===== src/rtl/uart_pkg.sv =====
// rtl/uart_pkg.sv - shared types and constants for the UART transmitter
package uart_pkg;

    typedef enum logic [2:0] {
        IDLE,
        START,
        DATA,
        PARITY,
        STOP
    } tx_state_t;

    localparam int OVERSAMPLE = 16;
    localparam int TICK_W     = $clog2(OVERSAMPLE);

endpackage


===== src/rtl/control_tx.sv =====
// rtl/control_tx.sv - transmitter FSM with next-state and enable generation
import uart_pkg::*;

module Control_Tx (
    input  logic      clk,
    input  logic      rst_n,
    input  logic      tx_valid,
    input  logic      bit_end,
    input  logic      last_bit,
    input  logic      parity_en,
    output tx_state_t state,
    output tx_state_t state_next,
    output logic      accept,
    output logic      shift,
    output logic      tick_clr,
    output logic      bit_clr,
    output logic      tx_done
);

    // state register
    always_ff @(posedge clk) begin
        if (!rst_n) begin
            state <= IDLE;
        end else begin
            state <= state_next;
        end
    end

    // next state and per-cycle strobes; tx_done is masked in reset so an aborted frame never reports completion
    always_comb begin
        state_next = state;
        accept     = 1'b0;
        shift      = 1'b0;
        bit_clr    = 1'b0;
        tx_done    = 1'b0;
        case (state)
            IDLE: begin
                if (tx_valid) begin
                    accept     = 1'b1;
                    state_next = START;
                end
            end
            START: begin
                if (bit_end) begin
                    bit_clr    = 1'b1;
                    state_next = DATA;
                end
            end
            DATA: begin
                if (bit_end) begin
                    shift = 1'b1;
                    if (last_bit) begin
                        state_next = parity_en ? PARITY : STOP;
                    end
                end
            end
            PARITY: begin
                if (bit_end) begin
                    state_next = STOP;
                end
            end
            STOP: begin
                if (bit_end) begin
                    tx_done    = rst_n;
                    state_next = IDLE;
                end
            end
            default: state_next = IDLE;
        endcase
        tick_clr = (state_next != state) || (state == IDLE);
    end

endmodule


===== src/rtl/counter_n_bit.sv =====
// rtl/counter_n_bit.sv - clearable, enabled up-counter
module Counter_n_bit #(
    parameter int width = 4
) (
    input  logic             clk,
    input  logic             rst_n,
    input  logic             clr,
    input  logic             en,
    output logic [width-1:0] count
);

    // clear has priority over counting so a state entry always starts from zero
    always_ff @(posedge clk) begin
        if (!rst_n || clr) begin
            count <= '0;
        end else if (en) begin
            count <= count + 1'b1;
        end
    end

endmodule


===== src/rtl/uart_tx.sv =====
// rtl/uart_tx.sv - UART serial transmitter with 16x oversampled bit timing
import uart_pkg::*;

module uart_tx #(
    parameter int msg_size = 8
) (
    input  logic                clk,
    input  logic                rst_n,
    input  logic                baud_tick,
    input  logic                tx_valid,
    input  logic [msg_size-1:0] tx_data,
    input  logic                parity_check,
    input  logic                parity_type_even_odd,
    output logic                tx_ready,
    output logic                Tx,
    output logic                tx_done
);

    localparam int BIT_W = $clog2(msg_size);

    tx_state_t           state;
    tx_state_t           state_next;
    logic                accept;
    logic                shift;
    logic                tick_clr;
    logic                bit_clr;
    logic                bit_end;
    logic                last_bit;
    logic [TICK_W-1:0]   tick_cnt;
    logic [BIT_W-1:0]    bit_cnt;
    logic [msg_size-1:0] shreg;
    logic [msg_size-1:0] shreg_next;
    logic                par_bit;
    logic                parity_en;
    logic                tx_next;

    assign bit_end  = baud_tick && (tick_cnt == TICK_W'(OVERSAMPLE - 1));
    assign last_bit = (bit_cnt == BIT_W'(msg_size - 1));
    assign tx_ready = (state == IDLE);

    Control_Tx u_ctrl (
        .clk        (clk),
        .rst_n      (rst_n),
        .tx_valid   (tx_valid),
        .bit_end    (bit_end),
        .last_bit   (last_bit),
        .parity_en  (parity_en),
        .state      (state),
        .state_next (state_next),
        .accept     (accept),
        .shift      (shift),
        .tick_clr   (tick_clr),
        .bit_clr    (bit_clr),
        .tx_done    (tx_done)
    );

    Counter_n_bit #(.width(TICK_W)) u_tick_cnt (
        .clk   (clk),
        .rst_n (rst_n),
        .clr   (tick_clr),
        .en    (baud_tick),
        .count (tick_cnt)
    );

    Counter_n_bit #(.width(BIT_W)) u_bit_cnt (
        .clk   (clk),
        .rst_n (rst_n),
        .clr   (bit_clr),
        .en    (shift),
        .count (bit_cnt)
    );

    // next shift-register contents and the line level for the state being entered
    always_comb begin
        shreg_next = shreg;
        if (accept) begin
            shreg_next = tx_data;
        end else if (shift) begin
            shreg_next = shreg >> 1;
        end
        tx_next = 1'b1;
        case (state_next)
            START:   tx_next = 1'b0;
            DATA:    tx_next = shreg_next[0];
            PARITY:  tx_next = par_bit;
            default: tx_next = 1'b1;
        endcase
    end

    // datapath registers; frame options are frozen at accept
    always_ff @(posedge clk) begin
        if (!rst_n) begin
            shreg     <= '0;
            par_bit   <= 1'b0;
            parity_en <= 1'b0;
            Tx        <= 1'b1;
        end else begin
            shreg <= shreg_next;
            Tx    <= tx_next;
            if (accept) begin
                par_bit   <= ^tx_data ^ ~parity_type_even_odd;
                parity_en <= parity_check;
            end
        end
    end

endmodule


===== config.mk =====
export PLATFORM = sky130hd
export DESIGN_NAME = uart_tx
export DESIGN_NICKNAME = d
export VERILOG_FILES = /design/src/rtl/uart_pkg.sv /design/src/rtl/control_tx.sv /design/src/rtl/counter_n_bit.sv /design/src/rtl/uart_tx.sv
export SDC_FILE = /design/constraint.sdc
export NUM_CORES = 1
export LEC_CHECK = 0
export CAP_MARGIN = 20
export CORE_ASPECT_RATIO = 0.8
export CORE_MARGIN = 5
export CORE_UTILIZATION = 44
export CTS_CLUSTER_SIZE = 40
export DETAILED_ROUTE_END_ITERATION = 12
export PLACE_DENSITY_LB_ADDON = 0.05
export SYNTH_ARGS = -nofsm -noshare
export SYNTH_HDL_FRONTEND = slang
export SYNTH_SLANG_ARGS = --single-unit

===== constraint.sdc =====
create_clock -name clk -period 3.45 [get_ports clk]
set_input_delay 0.8625 -clock clk [delete_from_list [all_inputs] [get_ports clk]]
set_output_delay 0.8625 -clock clk [all_outputs]
set_load 0.005 [all_outputs]

# Word level (Yosys, flattened, before mapping)
# Index checks and enable logic that the tools add are counted.
# op_classes
n_addsub,2
mul,0
n_div,0
magnitude_cmp,0
n_eq_ne,10
shifts,0
muxes,18
n_bitwise,2
n_reduce_logical,8
# op_table
cell,count
2-to-1 mux 3 bit,7
2-to-1 mux 8 bit,2
case mux 3 bit (5 select lines),1
"equality test 3 x 2 -> 1 bit, second input constant",4
parity 8 bit,1
2-to-1 mux 1 bit,7
"equality test 3 x 1 -> 1 bit, second input constant",2
"equality test 3 bit, second input constant",2
"adder 4 x 1 -> 4 bit, second input constant",1
"equality test 4 bit, second input constant",1
"adder 3 x 1 -> 3 bit, second input constant",1
logical NOT 3 bit,1
logical OR 1 bit,3
!= test 3 bit,1
case mux 1 bit (3 select lines),1
nonzero test 2 bit,1
logical AND 1 bit,1
logical NOT 1 bit,1
inverter 1 bit,1
bitwise XOR 1 bit,1
# word_totals
ff_bits,21
latchBits,0
ramBits,0
romBits,0
input_bits,14
output_inout_bits,3
word_cells,48
memories,0

# Longest topological paths before layout
# logic_depth
word_depth,7
ltp_mapped,7

# Hierarchy
# Synthesis repeated with hierarchy kept, for this count alone.
# hier_totals
cells_unflattened,124
area_unflattened_um2,1149.9
# by_module_without_submodules
mod,n_inst,cells_each,area_per_inst_um2,seq_area_each_um2
uart_tx,1,65,595.6,220.2
Control_Tx,1,30,245.2,60.1
Counter_n_bit at u_tick_cnt,1,17,181.4,80.1
Counter_n_bit at u_bit_cnt,1,12,127.6,60.1

# Worst setup path before layout
# OpenSTA, ideal clock, no wires.
# synth_path
path_type,input -> register
from,input port baud_tick
to,register Tx
setup_ns,0.134
arrival_time_ns,2.377
required_time_ns,3.316
setup_slack_ns,0.939
path_stages,5
n_path_buf,0
cell_sequence,nand4_2 -> or3_1 -> mux2_4 -> o41a_1 -> or4_1
# synth_via
elab_chain_cells,6
word_cells_on_any_way,14
cone_classes,3 x eq/ne; 10 x mux; 1 x reduce/logical
# synth_rtl
element,line_no,rtl
start: declaration,uart_tx.sv:9,"input logic baud_tick,"
logical AND 1 bit *,uart_tx.sv:37,assign bit_end = baud_tick && (tick_cnt == TICK_W'(OVERSAMPLE - 1));
branches (longest 4 deep; another with case mux 3 bit (5 select lines)),-,
case mux 1 bit (3 select lines) *,uart_tx.sv:82,case (state_next)
end signal: assignment,uart_tx.sv:99,Tx <= tx_next;
end: declaration,uart_tx.sv:15,"output logic Tx,"
# Mark *: on every way between the ends. The select of a mux whose other input is x is not followed.
# A chain may end at the register's enable or synchronous reset.

# Worst setup path after layout
# layout_path
from,input port baud_tick
to,output port tx_done
# layout_via
elab_chain_cells,3
# layout_rtl
element,line_no,rtl
logical AND 1 bit,uart_tx.sv:37,
2-to-1 mux 1 bit,control_tx.sv:63,if (bit_end) begin
2-to-1 mux 1 bit,control_tx.sv:36,case (state)
end: declaration,uart_tx.sv:16,output logic tx_done
# Every way passes these cells.

==> flow_summary.yaml <==
placement:
  place_congestion: 0.799
  io_buffer_count: 16
  dp_hpwl_microns: 1650
  placed_cell_area_sq_um: 1270
clock_tree:
  cts.clk_slew.worst_paths_ns: 0.12
  cts_buffer_depth: 2
  cts_buffers: 3
  cts_tree: "built"
  ctsHoldBuffers: 0
  cts_root_buffer: "clkbuf_4"
  clock-sinks: 21
  cts_setup_buffers: 0
  h-tree-depth: 1
  post_cts_resized: 0
  clock_latency_ns: 0.30
setup_path:
  worst-setup-path-type: "in2out"
  cp.required_ns: 2.59
  critPathBufInv: 2
  end_kind: "primary output"
  cpMostUsedCell: "clkdlybuf4s50_1"
  crit_path_top_delay_cell: "clkdlybuf4s50_1"
  start_kind: "input port"
  crit_start: "baud_tick"
  cp_max_fo: 5
  arrival_ns: 2.33
  reg2regPathDepth: 6
  worstPathCellList: "clkdlybuf4s50_1 > and4_1 > nand3_1 > nor2_1 > clkdlybuf4s50_1"
  timing.rr.start: "u_tick_cnt.count[0]$_SDFFE_PP0P_"
  max_stage_delay_ns: 0.51
  crit_family: "buffers and inverters"
  cp.depth: 5
drt:
  wl_microns: 2160
  vias: 906
  wire_per_inst_microns: 13.1
  dr.pass1.iters: 4
  ant_nets: 0
  drc: 0
  via_per_inst: 5.52
  drt_iter0_drc: 62
pwr:
  p_leak_nw: 0.546
  vdd_drop_max_mv: 0.195
  power_per_cell_area_nw_per_um2: 350
  fin_total_pwr_mw: 0.453
timing:
  fin_crit_sh_pct: 92.7
  max_freq_ghz: 0.313
  drv_slew: 0
  fin_crit_ns: 3.20
  skew_ns: 0.00234
  final_hold_viol_count: 0
  setup_viol: 0
  rsz0062_at_grt: "false"
  setup_tns_ns: 0
  worstMarginPinSlew_ns: 0.681
  relSlewSlack_pct: 54.3
grt:
  grt_pass1_wl_microns: 3680
  grt_pass1_vias: 818
  antenna_found_initial: 0
  grt_usage_pct: 13.8
  grt_start_max_net_pins: 16
  overflow: 0
final_layout:
  n_antenna_cell: 0
  drive_gt1_share_pct: 7.30
  area_delta_synth_final_pct: 20.2
  fillers: 235
  fin_nets: 155
  finalInstanceArea_sq_um: 1300
synthesis:
  seq_area_frac_synth_pct: 39.0
  ys.flop_type: "dfxtp_1"
  muxShareOfSynthArea_pct: 9.74
  synth-compound-area-share_pct: 15.3
  synthSimpleGateAreaFrac_pct: 19.6
  synth-edff-count: 0
  synth_area_sq_um: 1080
  synth_xor_area_share_pct: 9.74
  postSynthRegisterBits: 21
  synth_top_family_by_area: "simple AND/OR/NAND/NOR gates"
  syn_area_per_cell_sq_um: 8.91
  yosysWarnings: 0
  synth_cell_type_count: 33
  synthArstFlopShare_pct: 0
  synthAdderAreaFrac_pct: 3.48
  syn_inst: 121
  synth_nets: 138
floorplan:
  num_rows: 16
  die_y_microns: 54.3
  start_util_pct: 44.9
  io_pins: 17
  coreArea_sq_um: 2400
  die_w_microns: 65.4
  fp.dieArea_sq_um: 3550
job:
  cap_violations: 0
worst_hold_path:
  hold_depth: 2
  holdCritStartpoint: "shreg[7]$_SDFFE_PN0P_"
  hold_path_class: "reg2reg"
status:
  outcome: "completed"
per-stage QoR:
stage	instances	util (%)	hold WS (ns)	setup WS (ns)
after floorplan	121	-	0.447	0.939
after global placement	160	52.8	0.459	0.268
after detailed placement	160	52.8	0.470	0.254
after CTS	164	54.0	0.488	0.254
after global routing	164	54.0	0.510	0.145
final	164	54.0	0.481	0.253
logic make-up (layout without fill, tap and decap cells):
logic type / Yosys count / count (layout)
and+or+nand+nor: 41 / 41
muxes: 10 / 10
DFF: 21 / 21
adders and majority gates: 3 / 3
buffers and inverters: 9 / 25
AOI/OAI and AO/OA: 25 / 25
xor gates and xnor gates: 12 / 12
power by group:
group / switching [mW] / internal [mW]
clock network: 0.0730 / 0.0432
logic: 0.0328 / 0.0428
registers: 0.00768 / 0.254
cell type report:
cell class	instances	area [sq um]	share of cell area (%)
clock buffer	3	22.5	1.74
clock inverter	1	5.00	0.386
inverter	2	7.51	0.579
multi-input combinational	91	624	48.2
sequential	21	420	32.4
tap	27	33.8	2.61
timing repair buffer	19	183	14.1
path summary, 6_finish.rpt:
path / endpoint / slack [ns]
worst max-delay path: tx_done / 0.25
worst min-delay path: shreg[7]$_SDFFE_PN0P_ / 0.48
worst max register to register: Tx$_SDFF_PN1_ / 1.04
worst min register to register: shreg[7]$_SDFFE_PN0P_ / 0.48
worst reg2reg max path, delay by kind of cell, from the launching register on:
| family | cells | cell delay (ns) |
|---|---|---|
| compound gates | 1 | 0.30 |
| simple gates | 3 | 1.04 |
| fa+ha+maj | 1 | 0.23 |
| flops | 1 | 0.41 |
| mux | 1 | 0.32 |
cell usage in the layout (no fill, tap or decap), drive strengths merged, types with 2 or more instances in the layout:
| cell type | count |
|---|---|
| dfxtp | 21 |
| clkdlybuf4s50 | 16 |
| nor2 | 12 |
| mux2i | 9 |
| xnor2 | 7 |
| o21ai | 7 |
| nor3 | 6 |
| a211oi | 6 |
| nand2 | 6 |
| a21oi | 5 |
| xor2 | 5 |
| nand3 | 4 |
| ha | 3 |
| clkbuf | 3 |
| buf | 3 |
| inv | 2 |
| nand2b | 2 |
| or3 | 2 |
| nor2b | 2 |
| nand4 | 2 |
per-layer routing:
| layer | wire, microns | part of all wire, % | global-route usage [%] | vias up |
|---|---|---|---|---|
| met3 | 149 | 6.9 | 5.75 | 2 |
| met5 | 0 | 0 | 0 | - |
| met4 | 13 | 0.60 | 3.10 | 0 |
| met2 | 827 | 38 | 20.0 | 24 |
| li1 | - | - | - | 473 |
| met1 | 1160 | 54 | 19.0 | 407 |
Yosys cell counts, types with 2 or more instances:
master,n,area (sq um)
o21ai_0,6,30.0
nor2b_1,2,12.5
clkbuf_1,7,26.3
xor2_1,5,43.8
nor2_1,12,45.0
inv_1,2,7.51
a211oi_1,6,45.0
a21oi_1,5,25.0
mux2i_1,9,90.1
dfxtp_1,21,420
nand2b_1,2,12.5
nand2_1,6,22.5
nor3_1,6,30.0
nand3_1,4,20.0
or3_1,2,12.5
xnor2_1,7,61.3
ha_1,3,37.5
flip-flops by register name, indices dropped and copies added, names as in the netlist:
signal / count
u_tick_cnt.count: 4
u_ctrl.state: 3
par_bit: 1
u_bit_cnt.count: 3
shreg: 8
Tx: 1
parity_en: 1
Power figures use the tool's default switching activity.
